### src/rtl/fib_bcd.sv
`timescale 1ns / 1ps
// -----------------------------------------------------------------------------
// fib_bcd
//
// Converts the binary result of an upstream Fibonacci calculator into packed
// BCD with the sequential double-dabble (shift-and-add-3) algorithm, one bit
// per clock. A conversion starts on the rising edge of done_in and takes
// exactly INPUT_WIDTH shift steps. The result then stays on bcd_out until the
// next conversion completes.
//
// Ports
//   clk           single clock, all state changes on its rising edge
//   rst           asynchronous, active-high reset
//   done_in       upstream done level; its rising edge starts a conversion
//   result_in     upstream binary result, sampled when the conversion starts
//   overflow_in   upstream overflow flag, sampled when the conversion starts
//   bcd_out       converted value, digit 0 (ones) in bits [3:0]
//   valid         bcd_out / overflow_out hold a completed conversion
//   busy          a conversion is in progress
//   overflow_out  overflow_in captured alongside the value being converted
//   dropped       sticky: a done_in rising edge arrived while busy
// -----------------------------------------------------------------------------
module fib_bcd #(
    parameter int INPUT_WIDTH = 32,
    parameter int DIGITS      = 10
) (
    input  logic                   clk,
    input  logic                   rst,
    input  logic                   done_in,
    input  logic [INPUT_WIDTH-1:0] result_in,
    input  logic                   overflow_in,
    output logic [4*DIGITS-1:0]    bcd_out,
    output logic                   valid,
    output logic                   busy,
    output logic                   overflow_out,
    output logic                   dropped
);

    // ceil(INPUT_WIDTH * log10(2)) using a fixed-point approximation of
    // log10(2) = 0.30103, accurate for any practical width.
    localparam int MIN_DIGITS = (INPUT_WIDTH * 30103 + 99999) / 100000;
    localparam int CNT_W      = $clog2(INPUT_WIDTH + 1);
    localparam int BCD_W      = 4 * DIGITS;

    generate
        if (DIGITS < MIN_DIGITS) begin : g_digits_too_small
            $error("fib_bcd: DIGITS too small for INPUT_WIDTH");
        end
    endgenerate

    typedef enum logic {
        IDLE  = 1'b0,
        SHIFT = 1'b1
    } state_t;

    state_t                 state;
    state_t                 next_state;
    logic                   done_d;
    logic                   start;
    logic                   load;
    logic                   step;
    logic                   finish;
    logic                   last_step;
    logic [CNT_W-1:0]       cnt;
    logic [INPUT_WIDTH-1:0] shreg;
    logic [BCD_W-1:0]       acc;
    logic [BCD_W-1:0]       acc_adj;
    logic [BCD_W-1:0]       acc_next;

    // A start event is the rising edge of the done level; done_d resets low so
    // a done_in already high when reset releases still counts as one.
    assign start     = done_in & ~done_d;
    assign last_step = (cnt == CNT_W'(INPUT_WIDTH - 1));

    // -------------------------------------------------------------------------
    // State register
    // -------------------------------------------------------------------------
    // NOTE: sequential state is written with non-blocking assignments so every
    // register samples the pre-edge values of the others, regardless of
    // statement order.
    always_ff @(posedge clk or posedge rst) begin
        if (rst) begin
            state <= IDLE;
        end else begin
            state <= next_state;
        end
    end

    // -------------------------------------------------------------------------
    // Next-state and control decode
    // -------------------------------------------------------------------------
    // NOTE: every signal driven here gets a default first, so no path through
    // the case leaves one unassigned and no latch is inferred.
    always_comb begin
        next_state = state;
        load       = 1'b0;
        step       = 1'b0;
        finish     = 1'b0;
        case (state)
            IDLE: begin
                if (start) begin
                    load       = 1'b1;
                    next_state = SHIFT;
                end
            end
            SHIFT: begin
                step = 1'b1;
                if (last_step) begin
                    finish     = 1'b1;
                    next_state = IDLE;
                end
            end
            default: next_state = IDLE;
        endcase
    end

    // -------------------------------------------------------------------------
    // Double-dabble step: add 3 to every digit >= 5 (digits are independent,
    // no carry between them), then shift {acc, shreg} left by one bit.
    // -------------------------------------------------------------------------
    always_comb begin
        acc_adj = acc;
        for (int d = 0; d < DIGITS; d++) begin
            if (acc[4*d +: 4] >= 4'd5) begin
                acc_adj[4*d +: 4] = acc[4*d +: 4] + 4'd3;
            end
        end
    end

    assign acc_next = {acc_adj[BCD_W-2:0], shreg[INPUT_WIDTH-1]};

    // -------------------------------------------------------------------------
    // Datapath and status registers
    // -------------------------------------------------------------------------
    always_ff @(posedge clk or posedge rst) begin
        if (rst) begin
            done_d       <= 1'b0;
            cnt          <= '0;
            shreg        <= '0;
            acc          <= '0;
            bcd_out      <= '0;
            valid        <= 1'b0;
            busy         <= 1'b0;
            overflow_out <= 1'b0;
            dropped      <= 1'b0;
        end else begin
            done_d <= done_in;

            if (load) begin
                shreg        <= result_in;
                overflow_out <= overflow_in;
                acc          <= '0;
                cnt          <= '0;
                valid        <= 1'b0;
                busy         <= 1'b1;
            end

            if (step) begin
                acc   <= acc_next;
                shreg <= shreg << 1;
                cnt   <= cnt + CNT_W'(1);
            end

            // bcd_out only changes here, so the previous result stays visible
            // for the whole duration of the next conversion.
            if (finish) begin
                bcd_out <= acc_next;
                valid   <= 1'b1;
                busy    <= 1'b0;
            end

            // A rising edge during a conversion is not queued; it is flagged.
            if (start && state == SHIFT) begin
                dropped <= 1'b1;
            end
        end
    end

endmodule

### config.mk
export PLATFORM = sky130hd
export DESIGN_NAME = fib_bcd
export DESIGN_NICKNAME = d
export VERILOG_FILES = /design/src/rtl/fib_bcd.sv
export SDC_FILE = /design/constraint.sdc
export NUM_CORES = 1
export LEC_CHECK = 0
export ABC_CLOCK_PERIOD_IN_PS = 9850
export BUFFER_PORTS_ARGS = -buffer_cell sky130_fd_sc_hd__buf_2
export CORE_UTILIZATION = 61
export CTS_CLUSTER_SIZE = 25
export DETAILED_ROUTE_END_ITERATION = 6
export PLACE_DENSITY = 0.84
export SLEW_MARGIN = 40
export SYNTH_ARGS = -nofsm -noshare
export SYNTH_HDL_FRONTEND = slang
export SYNTH_SLANG_ARGS = --single-unit
### constraint.sdc
create_clock -name clk -period 9.85 [get_ports clk]
set_input_delay 1.4775 -clock clk [delete_from_list [all_inputs] [get_ports clk]]
set_output_delay 1.4775 -clock clk [all_outputs]
set_load 0.05 [all_outputs]
==> summary.txt <==
Global routing
  – First-pass GRT wire length: 20.31 mm
  – Tot GR Track Use: 26.91%
  – Initial antenna violation count: 0
  – Largest net degree at the start of global routing: 98
  – Number of global-route vias before repair: 4313
  – GRT overflow: 0

STA
  – Worst-Margin Slew: 0.7103 ns
  – Setup violators final: 0
  – RSZ-0062 raised after global routing: false
  – Worst slew margin: 52.65%
  – Tmin final: 2.671 ns
  – FMAX: 374.3 MHz
  – Fin crit share: 27.12%
  – Setup_tns: 0 ns
  – Clock Skews: 0.009280 ns
  – Slew Viols, Final: 0
  – Hold Violations, Final: 0

Finish
  – Nets: 661
  – Fraction of layout cells with a size suffix above 1: 23.01%
  – Finished Layout Cells: 725
  – P&R area growth vs syn: 19.45%
  – Antenna cells: 0
  – Final core occ: 76.58%
  – Final std cell area, no fill: 6809 um2

Detailed routing
  – Final WL: 12.34 mm
  – Routed len/inst: 17.02 um
  – Total number of vias: 4303
  – Detailed router's first-iteration violation count: 298
  – Routed Antenna Nets: 0
  – Vias per cell: 5.935
  – DR pass1 iterations: 5
  – DR DRC count: 0

Clocking
  – Root Driver: clkbuf_8
  – CTS tree: yes
  – Clk_lat worst skew: 0.52 ns
  – Clock buffer depth: 2
  – Hold-fix buffers, CTS: 0
  – Post-CTS setup repair buffer count: 0
  – H-Tree Depth: 4
  – Post_cts resized: 0
  – CTS Sinks: 124
  – CTS Buf Count: 17
  – Clock slew at reported path FFs: 0.06 ns

Pwr
  – VDD IR max: 0.1806 mV
  – Comb power frac: 38.1%
  – Internal power: 0.001482 W
  – Clock share of power: 27.1%
  – Pwr per Cell Area: 359.5 nW/um2
  – Reg power frac: 34.8%
  – Sw power: 0.0009662 W
  – Switching Fraction: 39.47%
  – LEAKAGE: 3.290 nW

Synthesis
  – Avg Cell Area, Syn: 10.82 um2
  – Ys Warns: 0
  – Main synth FF type: dfrtp_1
  – Post-synth EDFFs: 0
  – Post-synthesis sequential area ratio: 54.43%
  – Post-Syn Nets: 584
  – Post-synth ARST share: 100.0%
  – Yosys cell types: 27
  – Syn Std Cell Area: 5700 um2
  – Post-Syn Instances: 527
  – Seq cells post-synth: 124

Setup path
  – Data required time of the worst path: 10.26 ns
  – Critical path class: input pin to flop
  – CP Capture Type: flop
  – Arr. time, crit path: 3.08 ns
  – Crit-path max FO: 45
  – Crit start category: input pin

Outcome
  – Status: finished clean

Hold path
  – Hold Crit Class: flop to flop

Placed design
  – Placed cells: 692
  – HPWL after detailed placement: 7.607 mm
  – Port buffer count: 79
  – Gpl congestion: 0.7838
  – Placed Area: 6160 um2

Die
  – Core area: 8891 um2
  – Die height: 98.67 um
  – # IOs: 80
  – Starting Density: 64.11%
  – Num rows: 34
  – Die area: 9736 um2
  – Die W: 98.67 um

Run
  – Max Cap Viol: 0
## flip-flops by register name, indices dropped and copies added, names as in the netlist
| signal | count |
|---|---|
| state | 1 |
| busy | 1 |
| shreg | 32 |
| valid | 1 |
| dropped | 1 |
| acc | 40 |
| done_d | 1 |
| overflow_out | 1 |
| cnt | 6 |
| bcd_out | 40 |
## stage by stage
step / hold WS [ns] / setup WS (ns) / total power [W]
after CTS: 0.4651 / 6.756 / 0.002442
final: 0.4637 / 7.179 / 0.002448
after detailed placement: 0.4462 / 6.426 / 0.001754
after global placement: 0.4346 / 6.511 / 0.001684
after global routing: 0.4777 / 7.099 / 0.002581
after floorplan: 0.4492 / 5.073 / 0.001526
## power by group through the flow
| stage | combinational [W] | clock (W) | sequential, W |
|---|---|---|---|
| finish | 0.000933 | 0.000664 | 0.000851 |
| global route | 0.00102 | 0.000689 | 0.000873 |
| CTS | 0.000929 | 0.000666 | 0.000847 |
| detailed placement | 0.000907 | 0 | 0.000847 |
| global placement | 0.000851 | 0 | 0.000833 |
| floorplan | 0.000535 | 0 | 0.000990 |
## layout make-up
| type | instances | area [um2] |
|---|---|---|
| tap | 108 | 135.1 |
| multi-input combinational | 354 | 2404 |
| inverter | 22 | 85.08 |
| sequential | 124 | 3104 |
| clock buffer | 20 | 435.4 |
| fill | 547 | 2082 |
| clock inverter | 12 | 193.9 |
| timing repair buffer | 85 | 451.7 |
## synthesized netlist by cell type, types with 2 or more instances
cell / count / area, um2
buf_2: 8 / 40.04
dfrtp_1: 124 / 3103
mux2_2: 21 / 236.5
a21oi_1: 49 / 245.2
nor3b_1: 19 / 142.6
ha_1: 21 / 262.8
buf_4: 4 / 30.03
a22o_1: 20 / 175.2
nand2_1: 58 / 217.7
o31ai_1: 2 / 15.01
nand2b_1: 12 / 75.07
o22ai_1: 10 / 62.56
mux2i_1: 41 / 410.4
xnor2_1: 10 / 87.58
inv_1: 22 / 82.58
clkbuf_1: 14 / 52.55
o21ai_0: 57 / 285.3
nor2_1: 25 / 93.84
nand4_1: 2 / 12.51
## final timing paths
check / cells past startpoint / slack [ns] / from / endpoint
min: 1 / 0.46 / dropped / dropped
max reg2reg: 5 / 7.29 / state / bcd_out[14]
min reg2reg: 1 / 0.46 / dropped / dropped
min in group asynchronous: 2 / 1.05 / rst / bcd_out[34]
max in group asynchronous: 3 / 7.69 / rst / state
max: 7 / 7.18 / done_in / acc[16]
## cell usage in the layout, fill, tap and decap left out
cell / count
o31ai_1: 2
buf_4: 3
o221ai_1: 1
xnor2_1: 10
clkbuf_16: 16
nor3b_1: 19
o211ai_1: 1
clkinv_4: 1
buf_6: 3
nand2_1: 58
clkinv_2: 4
nand4_1: 2
nor3b_4: 1
ha_1: 21
nor2_4: 1
dfrtp_2: 1
a21o_1: 1
mux2i_1: 41
inv_1: 20
o21ai_0: 57
nor2_1: 24
inv_4: 1
bufinv_16: 5
nand2b_1: 12
clkinvlp_4: 2
dfrtp_1: 123
mux2_1: 1
a21oi_1: 49
clkbuf_1: 2
o22ai_1: 10
inv_2: 1
nor2b_4: 1
mux2_2: 21
clkbuf_8: 2
a31oi_1: 1
buf_2: 79
a22o_1: 20
## per-layer routing
| metal | track usage [%] | share of wire (%) |
|---|---|---|
| met5 | 0 | 0 |
| met1 | 32.27 | 41 |
| met4 | 10.91 | 1.5 |
| met3 | 6.170 | 5.1 |
| met2 | 47.13 | 53 |
## cell families after synthesis
kind of cell    synth area share, %
compound gates                14.27
fa+ha+maj                     4.609
xor+xnor                      1.536
simple gates                  9.943
flops                         54.43
mux                           11.55
buf+inv                       3.665
## worst max-delay path, cell delays in order
cell	delay, ns
buf_2	0.11
nor2b_4	0.11
buf_4	0.33
nor2_4	0.53
buf_4	0.29
nand2_1	0.07
o21ai_0	0.12
No activity file was read; power rests on OpenSTA's default activity.
